<file path="src/rtl/dequant_pkg.sv">
// Shared definitions for the 4x4 rescaler: position classes, V table, saturation.
// Latency: n/a (types, constants and pure functions only).
// Backpressure: n/a.
package dequant_pkg;

    typedef enum logic [1:0] {
        A = 2'd0,
        B = 2'd1,
        C = 2'd2
    } pos_class_t;

    // Width of the intermediate value handed to sat(); wide enough for the
    // shifted product of the default configuration.
    localparam int SAT_W = 32;

    // Rescale factor V, rows by position class (A, B, C), columns by QP%6.
    localparam logic [4:0] V_TAB [3][6] = '{
        '{5'd10, 5'd11, 5'd13, 5'd14, 5'd16, 5'd18},
        '{5'd16, 5'd18, 5'd20, 5'd23, 5'd25, 5'd29},
        '{5'd13, 5'd14, 5'd16, 5'd18, 5'd20, 5'd23}
    };

    function automatic pos_class_t pos_class(input logic [3:0] pos);
        case (pos)
            4'd0, 4'd2, 4'd8, 4'd10:  return A;
            4'd5, 4'd7, 4'd13, 4'd15: return B;
            default:                  return C;
        endcase
    endfunction

    // Clamp a signed value to the range of a signed word of 'width' bits.
    function automatic logic signed [SAT_W-1:0] sat(input logic signed [SAT_W-1:0] value,
                                                    input int width);
        logic signed [SAT_W-1:0] hi;
        logic signed [SAT_W-1:0] lo;
        hi = $signed((32'd1 << (width - 1)) - 32'd1);
        lo = ~hi;
        if (value > hi) return hi;
        if (value < lo) return lo;
        return value;
    endfunction

endpackage

</file>
<file path="src/rtl/dequant_scale_lut.sv">
// Maps (raster position, QP%6) to the rescale factor V; illegal QP%6 reads as 0.
// Latency: combinational.
// Backpressure: none (pure lookup).
module dequant_scale_lut
    import dequant_pkg::*;
(
    input  logic [3:0] pos_i,
    input  logic [2:0] qp_mod_6_i,
    output logic [4:0] v_o,
    output logic       illegal_o
);

    logic [2:0] mod_eff;
    pos_class_t cls;

    // Sanitize QP%6 and index the V table by position class.
    always_comb begin
        illegal_o = (qp_mod_6_i > 3'd5);
        mod_eff   = illegal_o ? 3'd0 : qp_mod_6_i;
        cls       = pos_class(pos_i);
        v_o       = V_TAB[cls][mod_eff];
    end

endmodule

</file>
<file path="src/rtl/dequant_4x4.sv">
// Streaming 4x4 inverse quantizer: W = sat(Z * V(QP%6,pos) << QP/6), raster order.
// Latency: 2 cycles (multiply stage, shift/saturate stage), 1 coefficient/cycle.
// Backpressure: valid/ready both sides; in_ready is combinational from out_ready (no skid).
module dequant_4x4
    import dequant_pkg::*;
#(
    parameter int BIT_LENGTH  = 15,
    parameter int MAX_QP_BY_6 = 8
) (
    input  logic                  clk,
    input  logic                  reset,
    input  logic                  enable,
    input  logic                  in_valid,
    output logic                  in_ready,
    input  logic [BIT_LENGTH:0]   in_coeff,
    input  logic [3:0]            QP_BY_6,
    input  logic [2:0]            QP_MOD_6,
    output logic                  out_valid,
    input  logic                  out_ready,
    output logic [BIT_LENGTH:0]   out_coeff,
    output logic [3:0]            out_index,
    output logic                  out_last,
    output logic                  qp_err
);

    localparam int CW = BIT_LENGTH + 1;
    localparam int PW = BIT_LENGTH + 7;
    localparam int FW = BIT_LENGTH + 1 + 6 + MAX_QP_BY_6;
    localparam logic [3:0] MAX_SHIFT = 4'(MAX_QP_BY_6);

    logic [3:0]           pos_q, pos_d;
    logic [3:0]           qp_by6_q, qp_by6_d;
    logic [2:0]           qp_mod6_q, qp_mod6_d;
    logic                 qp_err_q, qp_err_d;
    logic                 s1_vld_q, s1_vld_d;
    logic signed [PW-1:0] s1_prod_q, s1_prod_d;
    logic [3:0]           s1_idx_q, s1_idx_d;
    logic [3:0]           s1_shift_q, s1_shift_d;
    logic                 s2_vld_q, s2_vld_d;
    logic [CW-1:0]        out_coeff_q, out_coeff_d;
    logic [3:0]           out_idx_q, out_idx_d;
    logic                 out_last_q, out_last_d;

    logic                    s1_adv, s2_adv, in_xfer, pos0;
    logic [3:0]              by6_clamped, by6_eff;
    logic [2:0]              mod6_eff;
    logic [4:0]              v;
    logic                    illegal;
    logic signed [PW-1:0]    z_ext, v_ext, prod;
    logic signed [FW-1:0]    full_ext, shifted;
    logic signed [SAT_W-1:0] wide;

    // Index 0 uses the live QP inputs; the rest of the block uses the latch.
    dequant_scale_lut u_lut (
        .pos_i      (pos_q),
        .qp_mod_6_i (mod6_eff),
        .v_o        (v),
        .illegal_o  (illegal)
    );

    // Handshake, effective QP selection and the datapath of both stages.
    always_comb begin
        s2_adv      = enable && (!s2_vld_q || out_ready);
        s1_adv      = enable && (!s1_vld_q || s2_adv);
        in_xfer     = in_valid && s1_adv;
        pos0        = (pos_q == 4'd0);
        by6_clamped = (QP_BY_6 > MAX_SHIFT) ? MAX_SHIFT : QP_BY_6;
        by6_eff     = pos0 ? by6_clamped : qp_by6_q;
        mod6_eff    = pos0 ? QP_MOD_6 : qp_mod6_q;
        z_ext       = {{(PW-CW){in_coeff[BIT_LENGTH]}}, in_coeff};
        v_ext       = {{(PW-5){1'b0}}, v};
        prod        = z_ext * v_ext;
        full_ext    = {{(FW-PW){s1_prod_q[PW-1]}}, s1_prod_q};
        shifted     = full_ext <<< s1_shift_q;
        wide        = {{(SAT_W-FW){shifted[FW-1]}}, shifted};
    end

    // Next state: position counter, QP latch, stage 1 and stage 2 loads.
    always_comb begin
        pos_d       = pos_q;
        qp_by6_d    = qp_by6_q;
        qp_mod6_d   = qp_mod6_q;
        qp_err_d    = in_xfer && pos0 && illegal;
        s1_vld_d    = s1_vld_q;
        s1_prod_d   = s1_prod_q;
        s1_idx_d    = s1_idx_q;
        s1_shift_d  = s1_shift_q;
        s2_vld_d    = s2_vld_q;
        out_coeff_d = out_coeff_q;
        out_idx_d   = out_idx_q;
        out_last_d  = out_last_q;
        if (in_xfer) begin
            pos_d = pos_q + 4'd1;
            if (pos0) begin
                qp_by6_d  = by6_clamped;
                qp_mod6_d = illegal ? 3'd0 : QP_MOD_6;
            end
        end
        if (s1_adv) begin
            s1_vld_d = in_valid;
            if (in_valid) begin
                s1_prod_d  = prod;
                s1_idx_d   = pos_q;
                s1_shift_d = by6_eff;
            end
        end
        if (s2_adv) begin
            s2_vld_d = s1_vld_q;
            if (s1_vld_q) begin
                out_coeff_d = CW'(sat(wide, CW));
                out_idx_d   = s1_idx_q;
                out_last_d  = (s1_idx_q == 4'd15);
            end
        end
    end

    // State registers with synchronous active-low reset.
    always_ff @(posedge clk) begin
        if (!reset) begin
            pos_q       <= '0;
            qp_by6_q    <= '0;
            qp_mod6_q   <= '0;
            qp_err_q    <= 1'b0;
            s1_vld_q    <= 1'b0;
            s1_prod_q   <= '0;
            s1_idx_q    <= '0;
            s1_shift_q  <= '0;
            s2_vld_q    <= 1'b0;
            out_coeff_q <= '0;
            out_idx_q   <= '0;
            out_last_q  <= 1'b0;
        end else begin
            pos_q       <= pos_d;
            qp_by6_q    <= qp_by6_d;
            qp_mod6_q   <= qp_mod6_d;
            qp_err_q    <= qp_err_d;
            s1_vld_q    <= s1_vld_d;
            s1_prod_q   <= s1_prod_d;
            s1_idx_q    <= s1_idx_d;
            s1_shift_q  <= s1_shift_d;
            s2_vld_q    <= s2_vld_d;
            out_coeff_q <= out_coeff_d;
            out_idx_q   <= out_idx_d;
            out_last_q  <= out_last_d;
        end
    end

    assign in_ready  = s1_adv;
    assign out_valid = s2_vld_q;
    assign out_coeff = out_coeff_q;
    assign out_index = out_idx_q;
    assign out_last  = out_last_q;
    assign qp_err    = qp_err_q;

endmodule

</file>
<file path="config.mk">
export PLATFORM = sky130hd
export DESIGN_NAME = dequant_4x4
export DESIGN_NICKNAME = d
export VERILOG_FILES = /design/src/rtl/dequant_pkg.sv /design/src/rtl/dequant_scale_lut.sv /design/src/rtl/dequant_4x4.sv
export SDC_FILE = /design/constraint.sdc
export NUM_CORES = 1
export LEC_CHECK = 0
export ABC_AREA = 1
export BUFFER_PORTS_ARGS = -buffer_cell sky130_fd_sc_hd__buf_2
export CORE_MARGIN = 1.5
export CORE_UTILIZATION = 25
export DETAILED_ROUTE_END_ITERATION = 6
export PLACE_DENSITY = 0.44
export SYNTH_ARGS = -nofsm -noshare
export SYNTH_HDL_FRONTEND = slang
export SYNTH_SLANG_ARGS = --single-unit
</file>
<file path="constraint.sdc">
create_clock -name clk -period 6.4 [get_ports clk]
set_input_delay 0.32 -clock clk [delete_from_list [all_inputs] [get_ports clk]]
set_output_delay 0.32 -clock clk [all_outputs]
set_load 0.1 [all_outputs]
</file>
# After elaboration in Yosys (flattened, before gate mapping)
# Memory sizes are Yosys's and may differ from the RTL's. A register that Yosys moved wholly into a read port is not among the register bits.
# Index checks and enable logic that the tools add are counted.
# totals
wordCells	62
n_memories	1
output_inout_bits	24
mem_bits_ro	32
inputBits	28
reg_bits	65
# memory_table
memory	depth	word_bits	read_ports	rd_ports_with_merged_regs	wr	line_no	rtl
(name not given)	16	2	1	1	0	dequant_pkg.sv:24	case (pos)
# classes
mux	24
n_addsub	1
n_eq_ne	1
reduce_logical	13
multipliers	1
n_lt_le_gt_ge	6
bitwise_logic	2
shifts	1
# ops
cell	n
$mux 16	4
$bmux 30 s2	1
$mux 30	2
$gt 30x16->1 const B	1
$lt 30x16->1 const B	1
$sshl 22x4->30	1
$mul 16x6->22	1
$mux 4	4
$bmux 5 s3	1
$mux 5	2
$mux 3	3
$mux 1	7
$reduce_and 2->1	3
$logic_and 1x1->1	5
$add 4x1->4 const B	1
$eq 4x4->1 const B	1
$ge 4x4->1 const B	1
$gt 4x4->1 const B	1
$logic_not 4->1	1
$not 3->4	1
$ge 3x3->1 const B	1
$gt 3x3->1 const B	1
$not 2->3	1
$logic_not 1->1	2
$logic_or 1x1->1	2

# Longest topological paths before layout
# Gate-level depths: netlist (run 1).
# depth
ltp_word	10
depth_mapped	33
depth_no_buf	32

# Hierarchy
# From an unflattened synthesis (run 1), not the netlist that was laid out.
# hier_totals
hier_cells	1080
area_unflattened_um2	6786.5
# by_module_without_submodules
module	area_each_um2	seq_area_each_um2	cells_each	n_inst
dequant_4x4	6587.6	1221.2	1043	1
dequant_scale_lut	198.9	0.0	37	1

# Least setup slack after synthesis (run 1)
# No wires, ideal clock.
# synth_timing
path_kind	reg2reg
from	register pos_q[0]
to	register s1_prod_q[18]
slack_ns	1.317
arrival_time_ns	5.027
period_less_slack_ns	5.083
path_buffers	1
t_required_ns	6.344
setup_ns	0.056
path_stages_with_launch	30
cell_sequence	dfxtp_1 -> inv_1 -> ha_1 -> nand3_2 -> nand2_1 -> o21ai_1 -> inv_1 -> nand2_1 -> nand2_1 -> a31oi_1 -> nor2_1 -> nor2_1 -> buf_2 -> nor2_1 -> fa_1 -> inv_1 -> fa_1 -> fa_1 -> inv_1 -> ha_1 -> nand2_1 -> nand3_1 -> a21oi_1 -> o21ai_0 -> a21oi_1 -> o21ai_0 -> and2_1 -> o21ai_0 -> nand2_1 -> inv_1
# synth_via
elab_chain_cells	9
# synth_rtl
item	line_no	rtl
from (decl)	dequant_4x4.sv:31	logic [3:0] pos_q, pos_d;
from (signal assigned)	dequant_4x4.sv:133	pos_q <= pos_d;
$logic_not 4->1 *	dequant_4x4.sv:66	pos0 = (pos_q == 4'd0);
$mux 3 *	dequant_4x4.sv:69	mod6_eff = pos0 ? QP_MOD_6 : qp_mod6_q;
$gt 3x3->1	dequant_scale_lut.sv:18	illegal_o = (qp_mod_6_i > 3'd5);
$mux 3 *	dequant_scale_lut.sv:19	mod_eff = illegal_o ? 3'd0 : qp_mod_6_i;
$not 3->4 (implied by the code) *	dequant_scale_lut.sv:21	v_o = V_TAB[cls][mod_eff];
$bmux 5 s3 *	dequant_scale_lut.sv:21	
$mux 5 (implied by the code) * (2 in series)	dequant_scale_lut.sv:21	
$mul 16x6->22 *	dequant_4x4.sv:72	prod = z_ext * v_ext;
to (signal assigned)	dequant_4x4.sv:138	s1_prod_q <= s1_prod_d;
to (decl)	dequant_4x4.sv:36	logic signed [PW-1:0] s1_prod_q, s1_prod_d;
# Every way passes the cells marked *; elsewhere a longest branch is shown, timed or not. The select of a mux whose other input is x is not followed.
# A chain may end at the register's enable or synchronous reset.

# Worst setup path after layout (run 1)
# layout_timing
from	register pos_q[1]
to	register s1_prod_q[18]
# Same word-level chain as after synthesis.

==> metrics.txt, run 1 <==
worst-margin pin slew=1.20 ns; final cycle utilization of the critical path=0.898; DR pass1 iterations=5; drt wl/cell=12.9 um; leakage=0.00376 uW; final setup violation count=0; final wirelength=17.9 mm; Syn Area/Cell=6.48 um^2; Worst EP arrival=5.98 ns; fmax=0.174 GHz; FF-to-FF path depth=30; Crit Path Class=reg -> reg; relative slew slack=0.202; Reg clk slew, reported paths=0.05 ns; most frequent cell after synthesis=nand2_1; post-CTS setup buffer count=0; cell total after placement=1377; H-tree depth=3; post-synthesis sequential area ratio=0.190; Final Max Tran Viols=0; Post-Synthesis Cells=1025; P&R area growth vs syn=12.8%; Die ar.=27600 um^2; final core occ=0.288; CTS tree=done; Yosys reg bits=63; Die Y=166 um; multi-input combinational cell area=4560 um^2; core box area=26100 um^2; Netlist cell types=37; Die Wd=166 um; DRC Markers=0; Critical Path Slowest Stage Cell=fa_1; vias in the first global route=6264; fillers=2928; synth top area cells=dfxtp_1 (19%), fa_1 (15%), nand2_1 (12%); clk buf depth=2; grt ovf=0; CP endpoint kind=flop; peak fanout along the critical path=14; Total GRT Usage=0.135; post-CTS resize count=0; Initial DRC Count=284; dominant cell type by area after synthesis=dfxtp_1; share of layout cells above drive strength 1=0.0795; maximum vdd drop=0.000150 V; Max-Cap Viols=0; Post-synth ARST share=0; Initial Util=0.255; top cells by count, synth=nand2_1 (206), inv_1 (172), nor2_1 (151); Routed Antenna Nets=0; clock latency on the worst-skew pair=0.34 ns; Hold WS=0.235 ns; post-DP HPWL=14.2 mm; status=completed; initial antenna violation count=0; number of clock sinks=63; Syn Nets=1149; Hold Vio Cnt, Final=0; setup TNS=0 ns; Synth Flop Type=dfxtp_1; top cell type's share of synthesized area=0.190; port buffer count=51; Req. time, crit path=6.63 ns; I/O pin total=52; ANT cells=0; DR vias/cell=4.46; fin cells=1392; Yosys warning count=0; global-route wire length before repair=30.6 mm; hold depth=3; layout net count=1177; Hold-fix buffers, CTS=0; Seq. cell area=1260 um^2; # rows=59; largest net degree at the start of global routing=41; post-route minimum period=5.75 ns; via count=6213; total CTS buffers=9; Placer Congestion=0.830; RSZ-0062 raised after global routing=false; Worst Setup Start Kind=flop; power per cell area=429 nW/um^2; Worst Clk Skew=0.00618 ns; post-synthesis cell area=6650 um^2; root buffer cell=clkbuf_16; worst hold path class=in -> reg; CP dominant cell by count=inv_1; CP max stage delay=0.52 ns; EDFF count, synth=0
==> per-layer routing <==
metal  share of wire  GRT usage  wire length (um)
met1            0.50      0.182              9000
met2            0.46      0.225              8330
met3           0.022     0.0188               399
met4           0.011     0.0372               189
met5               0          0                 0
==> sequential cells by signal (all words and copies together), names as in the netlist <==
signal / cells
out_last: 1
out_coeff: 16
qp_mod6_q: 3
out_valid: 1
s1_idx_q: 4
out_index: 4
qp_by6_q: 4
u_lut.cls: 2
s1_prod_q: 22
qp_err: 1
pos_q: 4
s1_vld_q: 1
==> power breakdown <==
part	switching, uW	internal, uW	total (uW)	leakage, uW
logic	1450	803	2250	0.00310
registers	39.0	436	475	0.000515
clock network	170	319	490	0.000145
total	1660	1560	3210	0.00376
==> cell usage in the layout (no fill, tap or decap), types with 47 or more instances in the layout <==
cell	instances
inv_1	172
nand2_1	205
dfxtp_1	63
fa_1	49
o21ai_0	62
buf_2	51
nand3_1	103
ha_1	47
a21oi_1	58
nor2_1	151
==> path summary, 6_finish.rpt <==
| check | endpoint | slack (ns) | startpoint |
|---|---|---|---|
| setup reg to reg | s1_prod_q[18]$_SDFFE_PN0P_ | 0.65 | pos_q[1]$_SDFFE_PN0P_ |
| hold reg to reg | qp_mod6_q[0]$_SDFFE_PN0P_ | 0.46 | qp_mod6_q[0]$_SDFFE_PN0P_ |
| hold / removal | qp_by6_q[2]$_SDFFE_PN0P_ | 0.24 | QP_BY_6[2] |
| setup / recovery | s1_prod_q[18]$_SDFFE_PN0P_ | 0.65 | pos_q[1]$_SDFFE_PN0P_ |
==> cell families (layout without fill, tap and decap cells) <==
kind of cell             Yosys count  after routing  share of synthesized area
XOR/XNOR                          16             16                     0.0211
adder cells (fa/ha/maj)           96             96                      0.236
AND/OR/NAND/NOR                  484            484                      0.302
flip-flops                        63             63                      0.190
AO/OA/AOI/OAI                    149            149                      0.125
buffers and inverters            217            249                      0.126
==> final cells by class <==
type                    count  share of cell area
flip-flops and latches     63               0.168
clock buffers              12              0.0342
inverters                 179              0.0897
multi-input cells         745               0.608
well taps                 335              0.0559
repair buffers             55              0.0381
clock inverters             3             0.00568
==> stage by stage <==
step                power [uW]  instance area (um^2)  worst slack [ns]
global route              3630                  7490            0.0750
global placement          2760                  7190             0.704
detailed placement        2750                  7190             0.570
finish                    3210                  7490             0.651
floorplan                 2200                  6650              1.32
CTS                       3260                  7490             0.532
==> critical path: cells and delay by family, from the launching register on <==
| family | cells | cell delay (ns) |
|---|---|---|
| adders and majority gates | 5 | 1.99 |
| buffers and inverters | 8 | 0.65 |
| and+or+nand+nor | 11 | 1.46 |
| AOI/OAI and AO/OA | 6 | 1.23 |
| DFF | 1 | 0.32 |
Note: power is estimated with default switching activity, not from simulation.
==> inputs of run 2 (changes only) <==
Settings changed: ABC_AREA 1 to default.
==> run 2 against run 1 <==
First-iteration DRC count decreased by 9.2%; cell count decreased by 14%; combinational power is 12% lower; synthesized cell count down 23%; largest power group unchanged; highest routed layer unchanged.
==> metrics.txt, run 2 <==
number of clock sinks=63 (unchanged); cell total after placement=1186 (-14%); share of layout cells above drive strength 1=0.161 (+0.0818); Initial DRC Count=258 (-9.2%); peak fanout along the critical path=16 (+2); top cell type's share of synthesized area=0.181 (-0.00892); worst hold path class=in -> reg; Synth Flop Type=dfxtp_1; power per cell area=382 nW/um^2 (-11%); cell family with most CP delay=adder cells; # rows=60 (+1.7%); dominant cell type by area after synthesis=dfxtp_1; layout net count=950 (-19%); top cells by count, synth=inv_1 (98), and2_1 (73), nand2_1 (68); largest net degree at the start of global routing=43 (+4.9%); via count=5479 (-12%); H-tree depth=3 (unchanged); post-synthesis sequential area ratio=0.181 (-0.00892); Post-Synthesis Cells=788 (-23%); Max-Cap Viols=0 (unchanged); reg2reg setup slack=0.40 ns (-0.25 ns); met3 wire length=358 um (-10%); Crit path depth=22 (-27%); fin cells=1203 (-14%); CP dominant cell by count=inv_1; final setup violation count=0 (unchanged); commonest non-fill, non-tap cells in the layout=inv_1 (98), and2_1 (74), nand2_1 (68); reg2reg start=pos_q[0]$_SDFFE_PN0P_; setup TNS=0 ns (unchanged); clk buf depth=2 (unchanged); core box area=27200 um^2 (+4.3%); Crit Path Class=reg -> reg; DR vias/cell=4.55 (+2.0%); worst-margin pin slew=0.930 ns (-0.266 ns); final core occ=0.292 (+0.00475); Netlist cell types=74 (+100%); I/O pin total=52 (unchanged); WP buf/inv=5 (-3); post-synthesis cell area=6970 um^2 (+4.9%); Placer Congestion=0.777 (-6.4%); DRC Markers=0 (unchanged); relative slew slack=0.380 (+0.178); critical path cell sequence=inv_1 > ha_1 > nor3b_4 > buf_12 > mux2i_2 > nor2b_1 > a22oi_1 > o221a_4 > nand2_1 > fa_1 > inv_1 > fa_1 > inv_1 > fa_1 > inv_1 > ha_1 > and3_1 > nand3_1 > a211oi_1 > o41ai_2 > or4b_2 > a31oi_1; Worst Clk Skew=0.00771 ns (+0.00154 ns); Yosys warning count=0 (unchanged); crit path to=s1_prod_q[19]$_SDFFE_PN0P_; Syn Nets=912 (-21%); Die Wd=170 um (+2.4%); max FFs per register=22 (unchanged); Hold Vio Cnt, Final=0 (unchanged); Hold WS=0.251 ns (+0.0155 ns); Total GRT Usage=0.125 (-0.00985); synth top area cells=dfxtp_1 (18%), fa_1 (14%), ha_1 (8.4%); DR pass1 iterations=4 (-1); Worst EP arrival=6.26 ns (+0.28 ns); Biggest register=s1_prod_q; P&R area growth vs syn=13.9%; final wirelength=17.2 mm (-4.1%); drt wl/cell=14.3 um (+11%); Yosys reg bits=63 (unchanged); Routed Antenna Nets=0 (unchanged); FF-to-FF End=s1_prod_q[19]$_SDFFE_PN0P_; leakage=0.00327 uW (-13%); Syn Area/Cell=8.85 um^2 (+36%); Reg clk slew, reported paths=0.06 ns (about the same); Post-synth ARST share=0 (unchanged); root buffer cell=clkbuf_16; port buffer count=51 (unchanged); post-DP HPWL=13.3 mm (-6.7%); FF-to-FF path depth=22 (-27%); final cycle utilization of the critical path=0.938 (+0.0396); CTS tree=done; grt ovf=0 (unchanged); ANT cells=0 (unchanged); Highest Signal Layer=met4; Initial Util=0.257 (+0.00158); most frequent cell after synthesis=inv_1; Final Max Tran Viols=0 (unchanged); Critical Path Slowest Stage Cell=or4b_2; Worst Setup Start Kind=flop; fmax=0.167 GHz (-4.2%); initial antenna violation count=0 (unchanged); most common cell after layout, fill and taps aside=inv_1; Req. time, crit path=6.66 ns (+0.03 ns); clock latency on the worst-skew pair=0.33 ns (about the same); CP endpoint kind=flop; Die ar.=28900 um^2 (+4.8%); total power draw=3030 uW (-5.7%); Die Y=170 um (+2.4%); Met2 Routed Length=7.58 mm (-9.0%); routed length on met1=9.07 mm (+0.83%); global-route wire length before repair=29.2 mm (-4.6%); vias in the first global route=5517 (-12%); CP Launch Point=pos_q[0]$_SDFFE_PN0P_; total CTS buffers=9 (unchanged); post-route minimum period=6.00 ns (+0.253 ns); maximum vdd drop=0.000129 V (-14%); CP max stage delay=0.62 ns (+0.10 ns); status=completed; EDFF count, synth=0 (unchanged)
run 2: cell types whose count changed after synthesis, moves of 13 or more:
cell / delta
nand2_1: -138
nand3_1: -85
and2_1: +70
nor2_1: -106
a211oi_1: +13
o21ai_0: -42
inv_1: -74
mux2i_1: +24
mux4_2: +14
run 2: timing repair:
action                     CTS  global route
buffers inserted             0             1
setup endpoints to repair    0             7
gates resized for setup      0             6
hold buffers                 0             0
run 2: how the worst min path moves through the flow:
stage,startpoint,endpoint,slack (ns),depth (start not counted)
detailed placement,out_index[0]$_SDFFE_PN0P_,out_index[0]$_SDFFE_PN0P_,0.46,2
finish,in_valid,s1_vld_q$_SDFFE_PN0P_,0.25,3
CTS,in_valid,s1_vld_q$_SDFFE_PN0P_,0.25,3
floorplan,s1_idx_q[3]$_SDFFE_PN0P_,out_index[3]$_SDFFE_PN0P_,0.45,2
global route,QP_MOD_6[0],qp_mod6_q[0]$_SDFFE_PN0P_,0.29,3
global placement,out_index[3]$_SDFFE_PN0P_,out_index[3]$_SDFFE_PN0P_,0.45,2
run 2: metal layers:
layer  global-route usage  vias up
met5                    0        -
met4               0.0300        0
met3               0.0133        7
met2                0.199       68
met1                0.180     2605
li1                     -     2799
run 2: stage by stage:
step	setup WS [ns]	area [um^2]
after global routing	-0.00138	7940
after floorplan	0.661	6970
final	0.398	7940
after global placement	0.230	7580
after detailed placement	0.133	7580
after CTS	0.109	7890
run 2: power by group:
| part | total [uW] | internal [uW] | switching (uW) |
|---|---|---|---|
| sequential | 542 | 455 | 87.0 |
| clock | 500 | 305 | 195 |
| combinational | 1990 | 860 | 1130 |
run 2: area by class of cell:
class / instances / area, um^2
fill: 3007 / 19200
multi-input combinational: 589 / 5160
sequential: 63 / 1260
tap: 372 / 465
timing repair buffer: 65 / 385
inverter: 98 / 368
clock buffer: 9 / 225
clock inverter: 7 / 80.1
run 2: cell families (layout without fill, tap and decap cells):
group,Yosys count,count (layout),synth area share
and+or+nand+nor,266,266,0.203
xor gates and xnor gates,16,16,0.0201
buffers and inverters,136,179,0.0847
muxes,59,59,0.131
adders and majority gates,96,96,0.225
DFF,63,63,0.181
AOI/OAI and AO/OA,152,152,0.156
run 2: worst register-to-register path, delay by kind of cell (launching register included):
kind                       cells  cell delay [ns]
DFF                            1             0.42
and+or+nand+nor                6             1.46
buffers and inverters          5             0.36
AOI/OAI and AO/OA              5             1.23
adders and majority gates      5             2.13
muxes                          1             0.35
==> inputs of run 3 (changes only) <==
Settings changed: CORE_MARGIN 1.5 to default, PLACE_DENSITY 0.44 to 0.45.
Clock period 6.4 ns to 5.4 ns, I/O delays scaled along.
==> run 3 against run 2 <==
The flow now finishes with violations (negative setup slack); clock power is 19% higher; critical path depth grew 1; via count is 5.3% higher; combinational power is 62% higher; sequential power rose by 19%; global-route usage increased by 0.15 points; power up 47%; non-clock buffer count is 73 higher; maximum frequency is 10% higher; clock skew is 0.0028 ns higher; critical endpoint unchanged; highest routed layer unchanged.
==> metrics.txt, run 3 (synthesized netlist as in run 2, its figures left out) <==
status=finished, violations left; violated checks=negative setup slack; cell total after placement=1239 (+4.5%); final wirelength=18.4 mm (+7.3%); core box area=27200 um^2 (unchanged); Die ar.=28600 um^2 (-1.2%); Routed Antenna Nets=0 (unchanged); FF-to-FF path depth=23 (+4.5%); Switch Pwr=1990 uW (+41%); root buffer cell=clkbuf_16; final setup violation count=1 (+1); DR vias/cell=4.52 (-0.79%); clk buf depth=2 (unchanged); clock latency on the worst-skew pair=0.33 ns (about the same); Sw Ratio=0.446 (-0.0200); cell family with most CP delay=adder cells; Initial Util=0.257 (unchanged); reg2reg setup slack=-0.03 ns (-0.43 ns); largest net degree at the start of global routing=41 (-4.7%); drt wl/cell=14.4 um (+1.1%); RSZ-0062 raised after global routing=true; I/O pin total=52 (unchanged); Initial DRC Count=223 (-14%); most common cell after layout, fill and taps aside=inv_1; Hold WS=0.202 ns (-0.0492 ns); DRC Markers=0 (unchanged); Final Instance Area=8850 um^2 (+11%); critical path cell sequence=inv_1 > ha_1 > nor3b_4 > buf_6 > mux2i_2 > buf_4 > nor2b_4 > mux2i_1 > a21oi_2 > buf_12 > and2_1 > fa_1 > fa_1 > inv_1 > fa_1 > inv_1 > ha_1 > o21a_1 > o21ai_4 > a211oi_4 > o41ai_4 > or4b_4 > a31oi_1; Worst Hold End=s1_vld_q$_SDFFE_PN0P_; multi-input combinational cell area=5500 um^2 (+6.6%); port buffer count=51 (unchanged); Critical Path Slowest Stage Cell=fa_1; Total GRT Usage=0.126 (+0.00147); initial antenna violation count=0 (unchanged); share of layout cells above drive strength 1=0.290 (+0.128); placed inst area=8020 um^2 (+5.8%); post-route minimum period=5.43 ns (-0.568 ns); DR pass1 iterations=4 (unchanged); number of clock sinks=63 (unchanged); Die Y=169 um (-0.59%); via count=5770 (+5.3%); P&R area growth vs syn=27.0%; Placer Congestion=0.815 (+4.8%); peak fanout along the critical path=15 (-1); Seq. cell area=1260 um^2 (+0.20%); Crit path depth=23 (+4.5%); Crit Path Class=reg -> reg; # rows=60 (unchanged); HP Start=in_valid; setup TNS=-0.0337 ns (-0.0337 ns); Req. time, crit path=5.66 ns (-1.00 ns); worst hold path class=in -> reg; relative slew slack=0.384 (+0.00355); leakage=0.00372 uW (+14%); commonest non-fill, non-tap cells in the layout=inv_1 (94), buf_4 (78), and2_1 (68); layout net count=1024 (+7.8%); fmax=0.184 GHz (+10%); Int Power=2470 uW (+53%); hold depth=3 (unchanged); worst-margin pin slew=0.925 ns (-0.00533 ns); Biggest register=s1_prod_q; Worst Clk Skew=0.0105 ns (+0.00282 ns); FF-to-FF End=s1_prod_q[19]$_SDFFE_PN0P_; Worst Setup Start Kind=flop; reg2reg start=pos_q[0]$_SDFFE_PN0P_; CP max stage delay=0.52 ns (-0.10 ns); grt ovf=0 (unchanged); maximum vdd drop=0.000193 V (+49%); Clock Power Share=0.133 (-0.032); CP endpoint kind=flop; part of the power in registers=0.144 (-0.035); Die Wd=169 um (-0.59%); Hold-fix buffers, CTS=0 (unchanged); WP buf/inv=6 (+1); H-tree depth=3 (unchanged); Hold Vio Cnt, Final=0 (unchanged); Max-Cap Viols=0 (unchanged); combinational power share=0.723 (+0.067); Final WS setup=-0.0337 ns (-0.432 ns); post-DP HPWL=13.5 mm (+1.7%); power per cell area=504 nW/um^2 (+32%); Reg clk slew, reported paths=0.06 ns (about the same); ANT cells=0 (unchanged); total CTS buffers=9 (unchanged); max FFs per register=22 (unchanged); Worst EP arrival=5.69 ns (-0.57 ns); Final Max Tran Viols=0 (unchanged); fillers=2928 (-2.6%); fin cells=1277 (+6.2%); final cycle utilization of the critical path=1.01 (+0.0684); global-route wire length before repair=29.5 mm (+1.2%); vias in the first global route=5719 (+3.7%); CTS tree=done
-- run 3: changes by cell type in the layout (fill, tap and decap cells not counted), sizes merged --
cell	before	now
inv	100	101
clkinvlp	2	1
o221a	1	2
buf	65	138
-- run 3: layout make-up --
| type | count | share of cell area |
|---|---|---|
| Multi-Input combinational cell | 590 | 0.621 |
| Sequential cell | 63 | 0.143 |
| Timing Repair Buffer | 138 | 0.107 |
| Tap cell | 372 | 0.0526 |
| Inverter | 98 | 0.0415 |
| Clock buffer | 9 | 0.0254 |
| Clock inverter | 7 | 0.00904 |
-- run 3: per-stage QoR --
step / util / worst slack (ns) / power (uW)
2_1_floorplan: - / -0.0157 / 2530
6_report: 0.326 / -0.0337 / 4460
3_5_place_dp: 0.295 / -0.245 / 3410
5_1_grt: 0.326 / -0.329 / 4910
3_3_place_gp: 0.295 / -0.212 / 3420
4_1_cts: 0.312 / -0.0446 / 4120
-- run 3: repair_timing --
item / CTS / global route
setup endpoints to repair: 13 / 13
gates resized for setup: 19 / 69
gates cloned: 0 / 3
pin swaps: 4 / 47
setup buffers: 8 / 11
-- run 3: power groups by stage --
stage	clock network, uW	registers, uW	logic (uW)
floorplan	0	665	1870
global placement	0	651	2770
detailed placement	0	653	2750
CTS	612	642	2870
global route	636	658	3610
finish	595	643	3220
-- run 3: tightest hold or removal path: stages --
cell and delay [ns]:
buf_2 0.10, a21oi_1 0.06, nor2_1 0.07
-- run 3: routing by layer --
layer / share of wire / routed length [um] / track usage / up-vias
li1: - / - / - / 2949
met1: 0.50 / 9230 / 0.181 / 2736
met2: 0.46 / 8480 / 0.204 / 73
met3: 0.025 / 460 / 0.0145 / 12
met4: 0.014 / 266 / 0.0270 / 0
met5: 0 / 0 / 0 / -
-- run 3: worst max-delay path by stage --
stage,from,endpoint
after detailed placement,pos_q[0]$_SDFFE_PN0P_,s1_prod_q[19]$_SDFFE_PN0P_
after floorplan,pos_q[0]$_SDFFE_PN0P_,s1_prod_q[19]$_SDFFE_PN0P_
after global routing,pos_q[0]$_SDFFE_PN0P_,s1_prod_q[20]$_SDFFE_PN0P_
final,pos_q[0]$_SDFFE_PN0P_,s1_prod_q[19]$_SDFFE_PN0P_
after global placement,pos_q[0]$_SDFFE_PN0P_,s1_prod_q[16]$_SDFFE_PN0P_
after CTS,pos_q[0]$_SDFFE_PN0P_,s1_prod_q[19]$_SDFFE_PN0P_
